<file path="src/rtl/fetch_stage_pkg.sv">
// Shared CPU constants and helpers used by fetch, decode and hazard logic.
package fetch_stage_pkg;

  localparam int INST_W = 32;
  localparam int PC_W   = 32;
  localparam int IMM_W  = 16;

  // sll $0,$0,0 is the all-zero word, so a bubble is simply zero.
  localparam logic [INST_W-1:0] DEF_NOP_INST = 32'h0000_0000;
  localparam logic [PC_W-1:0]   DEF_RESET_PC = 32'h0000_0000;

  // Which update the PC / IF/ID registers take on the next edge.
  typedef enum logic [1:0] {
    UPD_RESET,
    UPD_REDIRECT,
    UPD_HOLD,
    UPD_ADVANCE
  } pc_upd_e;

  // Word offset to byte offset: sign-extend to 30 bits, then append 2'b00.
  function automatic logic [PC_W-1:0] word_offset(input logic [IMM_W-1:0] imm);
    return {{(PC_W-IMM_W-2){imm[IMM_W-1]}}, imm, 2'b00};
  endfunction

endpackage

</file>
<file path="src/rtl/fetch_stage_branch_target.sv">
// Branch target adder: ex_pc4 plus the sign-extended, word-scaled offset.
module branch_target
  import fetch_stage_pkg::*;
(
  input  logic [PC_W-1:0]  ex_pc4,
  input  logic [IMM_W-1:0] ex_imm16,
  output logic [PC_W-1:0]  target
);

  // Pure combinational add; wraps modulo 2^32.
  assign target = ex_pc4 + word_offset(ex_imm16);

endmodule

</file>
<file path="src/rtl/fetch_stage.sv">
// Instruction-fetch stage: PC register, IF/ID register, redirect bubble counter.
module fetch_stage
  import fetch_stage_pkg::*;
#(
  parameter logic [PC_W-1:0]   RESET_PC = DEF_RESET_PC,
  parameter logic [INST_W-1:0] NOP_INST = DEF_NOP_INST,
  parameter int                CNT_W    = 16
) (
  input  logic              clk,
  input  logic              reset,
  input  logic              stall,
  input  logic              br_taken,
  input  logic [PC_W-1:0]   ex_pc4,
  input  logic [IMM_W-1:0]  ex_imm16,
  output logic [PC_W-1:0]   imem_addr,
  input  logic [INST_W-1:0] imem_data,
  output logic [INST_W-1:0] ifid_inst,
  output logic [PC_W-1:0]   ifid_pc4,
  output logic              ifid_valid,
  output logic              flush_idex,
  output logic [CNT_W-1:0]  bubble_cnt
);

  logic [PC_W-1:0]   pc_reg,         pc_next;
  logic [INST_W-1:0] ifid_inst_reg,  ifid_inst_next;
  logic [PC_W-1:0]   ifid_pc4_reg,   ifid_pc4_next;
  logic              ifid_valid_reg, ifid_valid_next;
  logic [CNT_W-1:0]  bubble_cnt_reg, bubble_cnt_next;

  logic [PC_W-1:0]   pc4;
  logic [PC_W-1:0]   target;
  pc_upd_e           upd;

  branch_target u_branch_target (
    .ex_pc4   (ex_pc4),
    .ex_imm16 (ex_imm16),
    .target   (target)
  );

  assign pc4 = pc_reg + 32'd4;

  // Select this edge's update: reset > redirect > stall > advance.
  always_comb begin
    upd = UPD_ADVANCE;
    if (reset) begin
      upd = UPD_RESET;
    end else if (br_taken) begin
      // A stalled ID instruction is younger than the branch, so it dies too.
      upd = UPD_REDIRECT;
    end else if (stall) begin
      upd = UPD_HOLD;
    end
  end

  // Next-state values for PC, IF/ID and the bubble counter.
  always_comb begin
    pc_next         = pc_reg;
    ifid_inst_next  = ifid_inst_reg;
    ifid_pc4_next   = ifid_pc4_reg;
    ifid_valid_next = ifid_valid_reg;
    bubble_cnt_next = bubble_cnt_reg;
    unique case (upd)
      UPD_RESET: begin
        pc_next         = RESET_PC;
        ifid_inst_next  = NOP_INST;
        ifid_pc4_next   = '0;
        ifid_valid_next = 1'b0;
        bubble_cnt_next = '0;
      end
      UPD_REDIRECT: begin
        pc_next         = target;
        ifid_inst_next  = NOP_INST;
        ifid_pc4_next   = '0;
        ifid_valid_next = 1'b0;
        if (!(&bubble_cnt_reg)) begin
          bubble_cnt_next = bubble_cnt_reg + CNT_W'(1);
        end
      end
      UPD_HOLD: begin
        // Everything holds; imem_data is ignored this cycle.
      end
      UPD_ADVANCE: begin
        pc_next         = pc4;
        ifid_inst_next  = imem_data;
        ifid_pc4_next   = pc4;
        ifid_valid_next = 1'b1;
      end
      default: begin
      end
    endcase
  end

  // State registers; synchronous reset also handled here for clarity.
  always_ff @(posedge clk) begin
    if (reset) begin
      pc_reg         <= RESET_PC;
      ifid_inst_reg  <= NOP_INST;
      ifid_pc4_reg   <= '0;
      ifid_valid_reg <= 1'b0;
      bubble_cnt_reg <= '0;
    end else begin
      pc_reg         <= pc_next;
      ifid_inst_reg  <= ifid_inst_next;
      ifid_pc4_reg   <= ifid_pc4_next;
      ifid_valid_reg <= ifid_valid_next;
      bubble_cnt_reg <= bubble_cnt_next;
    end
  end

  assign imem_addr  = pc_reg;
  assign ifid_inst  = ifid_inst_reg;
  assign ifid_pc4   = ifid_pc4_reg;
  assign ifid_valid = ifid_valid_reg;
  assign bubble_cnt = bubble_cnt_reg;
  // ID/EX must kill on the same edge the branch redirects.
  assign flush_idex = br_taken;

endmodule

</file>
<file path="config.mk">
export PLATFORM = sky130hd
export DESIGN_NAME = fetch_stage
export DESIGN_NICKNAME = d
export VERILOG_FILES = /design/src/rtl/fetch_stage_pkg.sv /design/src/rtl/fetch_stage_branch_target.sv /design/src/rtl/fetch_stage.sv
export SDC_FILE = /design/constraint.sdc
export NUM_CORES = 1
export LEC_CHECK = 0
export ABC_AREA = 1
export CAP_MARGIN = 20
export CORE_UTILIZATION = 28
export DETAILED_ROUTE_END_ITERATION = 8
export GPL_TIMING_DRIVEN = 0
export HOLD_SLACK_MARGIN = 0.05
export PLACE_DENSITY = 0.5
export REMOVE_ABC_BUFFERS = 1
export SYNTH_ARGS = -nofsm -noshare
export SYNTH_HDL_FRONTEND = slang
export SYNTH_SLANG_ARGS = --single-unit
</file>
<file path="constraint.sdc">
create_clock -name clk -period 3.45 [get_ports clk]
set_input_delay 0.69 -clock clk [delete_from_list [all_inputs] [get_ports clk]]
set_output_delay 0.69 -clock clk [all_outputs]
set_load 0.02 [all_outputs]
</file>
## After elaboration in Yosys (flattened, before gate mapping)

Cells that the tools add are included.

| word-level totals | value |
|---|---|
| flip-flop bits (word level) | 113 |
| input bits | 84 |
| output and inout bits | 114 |

| operators by class | value |
|---|---|
| add/subtract/negate cells | 3 |
| eq/ne operators | 3 |
| mux-type cells | 9 |
| reduce and logical (&&, ||, !) cells | 7 |

Operators by type and width:

| kind | count |
|---|---|
| $pmux W32 S2 | 2 |
| $pmux W32 S3 | 1 |
| $add A32 B3 Y32 const B | 1 |
| $add A32 B32 Y32 | 1 |
| $pmux W16 S2 | 1 |
| $add A16 B1 Y16 const B | 1 |
| $mux W16 | 1 |
| $reduce_and A16 Y1 | 1 |
| $mux W2 | 2 |
| $reduce_bool A2 Y1 | 2 |
| $reduce_bool A3 Y1 | 1 |
| $eq A2 B1 Y1 const B | 1 |
| $eq A2 B2 Y1 const B | 1 |
| $logic_not A2 Y1 | 1 |
| $ne A2 B2 Y1 const B | 1 |
| $pmux W1 S2 | 1 |
| $reduce_and A2 Y1 | 1 |
| $reduce_or A2 Y1 | 1 |
| $mux W1 | 1 |

## Longest topological paths before layout

Gate-level depths: netlist (run 1).

| depth | value |
|---|---|
| depth after elaboration | 6 |
| depth in mapped cells | 13 |
| depth with buffers taken out | 13 |

## Cells and area by module

From an unflattened synthesis (run 1), not the netlist that was laid out.

| unflattened totals | value |
|---|---|
| cells, all modules | 1113 |
| area total of the unflattened synthesis | 7078.0 um^2 |

By module, submodules not included:

| module | instances | cells each | area an instance (um^2) | sequential area each (um^2) |
|---|---|---|---|---|
| fetch_stage | 1 | 665 | 4832.1 | 2262.2 |
| branch_target | 1 | 448 | 2245.9 | 0.0 |

## Worst setup path after synthesis (run 1)

No wires, ideal clock.

| timing path | value |
|---|---|
| kind | in2reg |
| start point | input ex_pc4[2] |
| end point | register pc_reg[18] (netlist: imem_addr[18]) |
| setup time | 0.127 ns |
| arrival time | 2.074 ns |
| slack | 1.249 ns |
| stages | 13 |
| path through | ha_1 > inv_1 > fa_1 > inv_1 > nand3_1 > nand3_1 > nand2_1 > nand2_1 > inv_1 > o21ai_0 > nand2_1 > nand3_1 > nand3_1 |

| on the way | value |
|---|---|
| longest elaborated chain between the ends | 2 |

Ends and longest elaborated chain:

| what | RTL line | source |
|---|---|---|
| from (decl) | fetch_stage.sv:13 | `input logic [PC_W-1:0] ex_pc4,` |
| $add A32 B32 Y32 | fetch_stage_branch_target.sv:11 | `assign target = ex_pc4 + word_offset(ex_imm16);` |
| $pmux W32 S3 | fetch_stage.sv:62 | `unique case (upd)` |
| to (signal assigned) | fetch_stage.sv:102 | `pc_reg <= pc_next;` |
| to (decl) | fetch_stage.sv:24 | `logic [PC_W-1:0] pc_reg, pc_next;` |

Every way passes these cells.
A chain may end at the register's enable or synchronous reset.

## Worst setup path after layout (run 1)

| timing path | value |
|---|---|
| start point | input ex_imm16[15] |
| end point | register pc_reg[29] (netlist: imem_addr[29]) |

| on the way | value |
|---|---|
| longest elaborated chain between the ends | 2 |

Ends and longest elaborated chain:

| what | RTL line | source |
|---|---|---|
| from (decl) | fetch_stage.sv:14 | `input logic [IMM_W-1:0] ex_imm16,` |
| $add A32 B32 Y32 | fetch_stage_branch_target.sv:11 |  |
| $pmux W32 S3 | fetch_stage.sv:62 |  |

Every way passes these cells.

==> flow_summary.rst, run 1 <==
.. list-table::
   :header-rows: 1

   * - Metric
     - Value
   * - Fin Setup TNS
     - 0 ns
   * - Launch point of the critical path
     - ex_imm16[15]
   * - Setup violation total in the final timing report
     - 0
   * - Number of filler cells placed in the layout
     - 2484
   * - Global-route wire length before repair
     - 34900 um
   * - Num ports
     - 198
   * - Seq/Total Area, Yosys
     - 33.0%
   * - Pin count of the biggest net entering global routing
     - 86
   * - Number of buffers created by CTS
     - 17
   * - Number of warnings reported in the yosys synthesis log
     - 0
   * - Reg-to-reg slack, setup
     - 1.52 ns
   * - Root Buffer Master
     - clkbuf_16
   * - Slew at the pin closest to its max-slew limit
     - 0.888 ns
   * - Net switching component of the power
     - roughly 1.2 mW
   * - Mean area per synthesized cell
     - roughly 6.6 um2
   * - Fin Clk Skew
     - 0.00769 ns
   * - Setup repair after global routing missed its margin
     - false
   * - Util after Layout
     - around 40%
   * - Data required, critical path
     - 3.75 ns
   * - Final hold viol count
     - 0
   * - Final layout net count
     - 1352
   * - Post-CTS Setup Repair Bufs
     - 0
   * - Crit. path cell count
     - 12
   * - Time the worst path needs with I/O delays and setup
     - 2.95 ns
   * - Proportion of power drawn by combinational gates
     - 20.4%
   * - Max-slew headroom
     - 40.8%
   * - Area enclosed by the die boundary
     - ~25000 um2
   * - Post-detailed-routing wire length
     - ~23000 um
   * - Terminus of the critical flop-to-flop path
     - imem_addr[16]
   * - Layout-stage area growth over the synthesis result
     - 42.1%
   * - First-pass iteration count of the detailed router
     - 5
   * - Pre-CTS setup slack
     - about 0.12 ns
   * - Number of hold buffers added after cts
     - 0
   * - Synth Register Bits
     - approximately 110
   * - Count of buffers from port buffering
     - 197
   * - Switch share
     - a little under a third
   * - Combined area of all synthesized cells
     - 6860 um2
   * - Weighted congestion reported at the end of routability-driven placement
     - approximately 0.85
   * - Status
     - complete, no violations
   * - Startpoint kind of the worst setup timing path
     - input port
   * - H-tree levels
     - 4
   * - Area of the multi-input gates
     - 3930 um2
   * - Highest clock rate
     - ~340 MHz
   * - Clock power share
     - roughly 43%
   * - Path class of the lowest-slack min-delay path
     - flip-flop to flip-flop
   * - Number of enable flip-flop cells after synthesis
     - 0
   * - Final ANT Viol Nets
     - 0
   * - Endpoint kind of the worst setup timing path
     - flip-flop
   * - Critical path's largest stage delay
     - 0.76 ns
   * - Arrival time at the worst endpoint
     - 3.25 ns
   * - Placeable Area
     - 23800 um2
   * - Capture point of the worst path
     - imem_addr[29]
   * - Detailed-placement wirelength estimate
     - 17800 um
   * - Total via count in the routed design
     - 7215
   * - Standard cell with the maximum stage delay on the critical path
     - clkdlybuf4s50_1
   * - Sequential standard cell area
     - 2260 um2
   * - Proportion of layout cells with a drive suffix above 1
     - 6.08%
   * - Internal power consumption
     - 2.80 mW
   * - Clock-pin transition on the worst setup and hold timing paths
     - roughly 0.06 ns
   * - Buf+Inv Stages, Crit Path
     - 2
   * - # DRC
     - 0
   * - Total routing usage reported by global routing
     - 18.3%
   * - Family of cells with the greatest summed delay on the critical path
     - simple AND/OR/NAND/NOR gates
   * - TritonCTS Sinks
     - 113
   * - Power per Cell Area
     - 413 nW/um2
   * - Grt ovf
     - 0
   * - Ys async rst share
     - 0%
   * - Vias per inst
     - 4.60
   * - Most common cell after layout, fill and taps aside
     - nand2_1
   * - Worst-path cell chain
     - clkdlybuf4s50_1 > ha_1 > nand2_1 > inv_1 > nand2_1 > nor3_1 > and2_1 > nand2_1 > nand2_1 > nand2_1 > nand3_1 > nand3_1
   * - Standard-cell row count
     - 56
   * - Total power consumption of the routed design
     - 4.02 mW
   * - Worst IR drop on VDD
     - 285 uV
   * - Sequential cell fraction of total power
     - 36.1%
   * - Width of the die
     - 158 um
   * - Die Y
     - 158 um
   * - Vias in the first global route
     - 6626
   * - Number of antenna violations at the first check in global routing
     - 0
   * - Least setup slack across all paths after layout
     - between 0.4 and 0.5 ns
   * - Starting density of the core
     - 28.9%
   * - Number of unique standard cell types used by synthesis
     - 41
   * - Number of buffers on the longest clock path
     - 2
   * - Post-route fraction of the period consumed by the critical path
     - 85.6%
   * - Wirelength per Cell
     - between 10 and 15 um
   * - Cell occurring most often along the worst timing path
     - nand2_1
   * - Kind of critical path
     - input port to flip-flop
   * - Synthesized instance count
     - 1038
   * - Clock latency on the worst-skew pair
     - roughly 0.41 ns
   * - Post_cts resized
     - 0
   * - Static power due to leakage
     - 4.54 nW
   * - CP Max Fanout
     - 15
   * - TritonCTS clock tree
     - built
   * - Maximum Capacitance Violations
     - 0
   * - Most used cells in the layout excluding fill and tap cells
     - nand2_1 (338), clkdlybuf4s50_1 (197), inv_1 (146), dfxtp_1 (113), nand3_1 (99)
   * - Diodes inserted
     - 0
   * - Initial drt markers
     - 435
   * - Cell depth of the worst flop-to-flop path
     - 8
   * - Launching point of the worst reg2reg path
     - imem_addr[3]
   * - Count of final max-slew check failures
     - 0
   * - Main flop type after synthesis
     - dfxtp_1
-- metal layers --
| metal | global-route usage, % | share of wire (%) | up-vias |
|---|---|---|---|
| li1 | - | - | 3777 |
| met1 | 23.4 | 47 | 3211 |
| met2 | 30.2 | 44 | 211 |
| met3 | 5.06 | 7.4 | 16 |
| met4 | 4.67 | 1.1 | 0 |
| met5 | 0 | 0 | - |
-- power by group through the flow --
stage	Combinational [mW]	Clock, mW	Sequential (mW)
after floorplan	0.379	0	1.54
after global placement	0.824	0	1.48
after detailed placement	0.825	0	1.48
after CTS	0.830	1.79	1.45
after global routing	0.913	1.86	1.46
final	0.822	1.75	1.45
-- cells in the mapped netlist (all sizes together) (2+ instances only) --
library cell  instances  area, um2
a21o                  4       30.0
a21oi                45        225
a22o                 32        280
and2                  3       18.8
buf                  11       57.6
clkbuf                8       40.0
dfxtp               113       2260
ha                   31        388
inv                 151        567
nand2               346       1340
nand3               111        616
nand3b                3       22.5
nand4                13       81.3
nor2                 78        348
nor3                 11       71.3
o211ai               10       75.1
o21ai                41        213
o21bai                7       60.1
o221ai                2       17.5
o22ai                 4       25.0
or2                   3       18.8
xor2                  6       52.6
-- metrics by stage --
stage	hold slack, ns	area [um2]	instances
floorplan	0.527	6760	1019
global placement	0.431	9130	1535
detailed placement	0.438	9160	1536
CTS	0.452	9740	1568
global route	0.468	9740	1568
finish	0.450	9740	1568
-- worst min path at each step --
| stage | start | endpoint | slack (ns) | depth (start not counted) |
|---|---|---|---|---|
| global placement | ifid_pc4[2] | ifid_pc4[2] | 0.43 | 2 |
| finish | ifid_pc4[3] | ifid_pc4[3] | 0.45 | 2 |
| CTS | ifid_pc4[3] | ifid_pc4[3] | 0.45 | 2 |
| global route | ifid_pc4[17] | ifid_pc4[17] | 0.47 | 2 |
| detailed placement | ifid_pc4[3] | ifid_pc4[3] | 0.44 | 2 |
| floorplan | ifid_pc4[3] | ifid_pc4[3] | 0.53 | 2 |
-- area by class of cell --
class	instances	area share, %
clock inverter	14	1.63
sequential	113	23.2
inverter	152	5.89
tap	319	4.10
timing repair buffer	198	20.4
clock buffer	18	4.40
multi-input combinational	754	40.3
-- logic make-up after synthesis --
kind of cell | share of synthesized area (%)
simple gates | 36.7
flops | 33.0
compound gates | 13.7
xor+xnor | 0.894
fa+ha+maj | 5.95
buf+inv | 9.76
-- worst reg2reg max path: cells and delay by family, from the launching register on --
family / cells / cell delay (ns)
AND/OR/NAND/NOR: 4 / 0.82
AO/OA/AOI/OAI: 2 / 0.27
adder cells (fa/ha/maj): 1 / 0.22
flip-flops: 1 / 0.40
buffers and inverters: 1 / 0.11
Power figures use the tool's default switching activity.
==> run 2: changes to the inputs <==
- CAP_MARGIN: 20 -> default
==> results of run 2 <==
No change in the layout: final DEF, timing and power equal those of run 1.
==> run 3: changes to the inputs <==
- CORE_MARGIN: default -> 5
- SLEW_MARGIN: default -> 5
==> flow_summary.rst, run 3 (synthesized netlist as in run 1, its figures left out) <==
.. list-table::
   :header-rows: 1

   * - Metric
     - Value
   * - Diodes inserted
     - 0 (unchanged)
   * - Final layout net count
     - 1353 (+0.074%)
   * - Startpoint kind of the worst setup timing path
     - input port
   * - Grt ovf
     - 0 (unchanged)
   * - Number of antenna violations at the first check in global routing
     - 0 (unchanged)
   * - Most common cell after layout, fill and taps aside
     - nand2_1
   * - Total via count in the routed design
     - 7166 (-0.68%)
   * - Kind of critical path
     - input port to flip-flop
   * - Max-slew headroom
     - 55.0% (+14 points)
   * - Highest clock rate
     - 339 MHz (about the same)
   * - Number of buffers on the longest clock path
     - 2 (unchanged)
   * - Final standard cell count with taps included and fillers excluded
     - 1574 (+0.38%)
   * - First-pass iteration count of the detailed router
     - 5 (unchanged)
   * - Final ANT Viol Nets
     - 0 (unchanged)
   * - Standard-cell row count
     - 57 (+1.8%)
   * - Path class of the lowest-slack min-delay path
     - flip-flop to flip-flop
   * - Dpl cell area
     - 9190 um2 (+0.37%)
   * - Static power due to leakage
     - 4.56 nW (+0.59%)
   * - Setup repair after global routing missed its margin
     - false
   * - Detailed-placement wirelength estimate
     - 18400 um (+3.5%)
   * - Status
     - complete, no violations
   * - Area of the multi-input gates
     - 3930 um2 (unchanged)
   * - Setup violation total in the final timing report
     - 0 (unchanged)
   * - # DRC
     - 0 (unchanged)
   * - Root Buffer Master
     - clkbuf_16
   * - Placed Cells incl. Taps
     - 1542 (+0.39%)
   * - Final hold viol count
     - 0 (unchanged)
   * - Clock-pin transition on the worst setup and hold timing paths
     - 0.05 ns (about the same)
   * - Clock latency on the worst-skew pair
     - 0.41 ns (about the same)
   * - TritonCTS Sinks
     - 113 (unchanged)
   * - Family of cells with the greatest summed delay on the critical path
     - simple AND/OR/NAND/NOR gates
   * - Number of filler cells placed in the layout
     - 2586 (+4.1%)
   * - Wirelength per Cell
     - 14.8 um (+2.5%)
   * - Worst IR drop on VDD
     - 312 uV (+9.4%)
   * - Standard cell with the maximum stage delay on the critical path
     - clkdlybuf4s50_1
   * - Power per Cell Area
     - 409 nW/um2 (-0.98%)
   * - Count of buffers from port buffering
     - 197 (unchanged)
   * - Slew at the pin closest to its max-slew limit
     - 0.673 ns (-0.214 ns)
   * - Num ports
     - 198 (unchanged)
   * - Count of final max-slew check failures
     - 0 (unchanged)
   * - Total power consumption of the routed design
     - 3.99 mW (-0.79%)
   * - Weighted congestion reported at the end of routability-driven placement
     - 0.865 (+2.0%)
   * - Global-route wire length before repair
     - 37300 um (+6.8%)
   * - Worst-path cell chain
     - clkdlybuf4s50_1 > ha_1 > nand2_1 > inv_1 > nand2_1 > nor3_1 > and2_1 > nand2_1 > nand2_1 > nand2_1 > nand3_1 > nand3_1
   * - Time the worst path needs with I/O delays and setup
     - 2.95 ns (-0.00201 ns)
   * - Pin count of the biggest net entering global routing
     - 66 (-23%)
   * - Data required, critical path
     - 3.75 ns (about the same)
   * - Vias per inst
     - 4.55 (-1.1%)
   * - TritonCTS clock tree
     - built
   * - Most used cells in the layout excluding fill and tap cells
     - nand2_1 (338), clkdlybuf4s50_1 (197), inv_1 (146), dfxtp_1 (113), nand3_1 (99)
   * - Fin Clk Skew
     - 0.00786 ns (+0.000165 ns)
   * - Post-route cell area
     - 9760 um2 (+0.19%)
   * - Endpoint kind of the worst setup timing path
     - flip-flop
   * - CP Max Fanout
     - 15 (unchanged)
   * - Cell occurring most often along the worst timing path
     - nand2_1
   * - Number of hold buffers added after cts
     - 0 (unchanged)
   * - Total routing usage reported by global routing
     - 16.6% (-1.8 points)
   * - Layout-stage area growth over the synthesis result
     - 42.4%
   * - Number of buffers created by CTS
     - 17 (unchanged)
   * - Sequential standard cell area
     - 2260 um2 (unchanged)
   * - H-tree levels
     - 4 (unchanged)
   * - Area enclosed by the die boundary
     - 27700 um2 (+10%)
   * - Placeable Area
     - 24200 um2 (+2.1%)
   * - Width of the die
     - 166 um (+5.0%)
   * - Die Y
     - 166 um (+5.0%)
   * - Post-route fraction of the period consumed by the critical path
     - 85.5% (about the same)
   * - Util after Layout
     - 40.3% (-0.76 points)
   * - Maximum Capacitance Violations
     - 0 (unchanged)
   * - Proportion of layout cells with a drive suffix above 1
     - 6.08% (about the same)
   * - Post-detailed-routing wire length
     - 23300 um (+2.9%)
   * - Post-CTS Setup Repair Bufs
     - 0 (unchanged)
   * - Vias in the first global route
     - 6763 (+2.1%)
   * - Critical path's largest stage delay
     - 0.74 ns (-0.02 ns)
   * - Starting density of the core
     - 28.3% (-0.59 points)
   * - Initial drt markers
     - 420 (-3.4%)
   * - Arrival time at the worst endpoint
     - 3.25 ns (about the same)
   * - Buf+Inv Stages, Crit Path
     - 2 (unchanged)
   * - Fin Setup TNS
     - 0 ns (unchanged)
   * - Post_cts resized
     - 0 (unchanged)
[run 3: cell types whose count changed in the layout (fill, tap and decap cells not counted), sizes merged]
cell	before	now
clkinv	6	10
inv	154	151
buf	1	2
clkinvlp	4	0
clkbuf	18	21
[run 3: per-layer routing]
layer  global-route usage [%]  vias to the layer above  wire length [um]
met2                     25.7                      217              9940
met1                     22.8                     3154             11300
met4                     3.52                        0               308
met3                     5.17                       23              1710
met5                        0                        -                 0
li1                         -                     3772                 -
[run 3: worst register-to-register path, stage by stage (launching register included)]
cell and delay [ns]:
dfxtp_1 0.38, ha_1 0.20, nand3_1 0.14, nor2_2 0.25
inv_2 0.10, nor3_4 0.28, nand4_1 0.14, nand3_1 0.14
o211ai_1 0.09
[run 3: cell type report]
| type | instances | share of cell area [%] |
|---|---|---|
| Clock buffer | 21 | 4.72 |
| Clock inverter | 11 | 1.15 |
| Inverter | 152 | 5.88 |
| Multi-Input combinational cell | 754 | 40.2 |
| Sequential cell | 113 | 23.2 |
| Tap cell | 324 | 4.15 |
| Timing Repair Buffer | 199 | 20.7 |
[run 3: final timing paths]
path,to,start,slack [ns],cells past startpoint
min,ifid_pc4[2],ifid_pc4[2],0.44,2
max,imem_addr[29],ex_imm16[15],0.50,12
min reg2reg,ifid_pc4[2],ifid_pc4[2],0.44,2
max reg2reg,imem_addr[20],imem_addr[2],1.59,8
[run 3: stage by stage]
step / hold WS (ns) / setup slack, ns
3_5_place_dp: 0.431 / 0.130
3_3_place_gp: 0.430 / -1.70
2_1_floorplan: 0.527 / 0.611
5_1_grt: 0.466 / 0.344
4_1_cts: 0.445 / 0.543
6_report: 0.442 / 0.500
[run 3: power by group]
| group | switching [mW] | total [mW] | internal, mW |
|---|---|---|---|
| Sequential | 0.0803 | 1.45 | 1.37 |
| Combinational | 0.470 | 0.828 | 0.358 |
| Clock | 0.616 | 1.71 | 1.09 |
| Total | 1.17 | 3.99 | 2.82 |
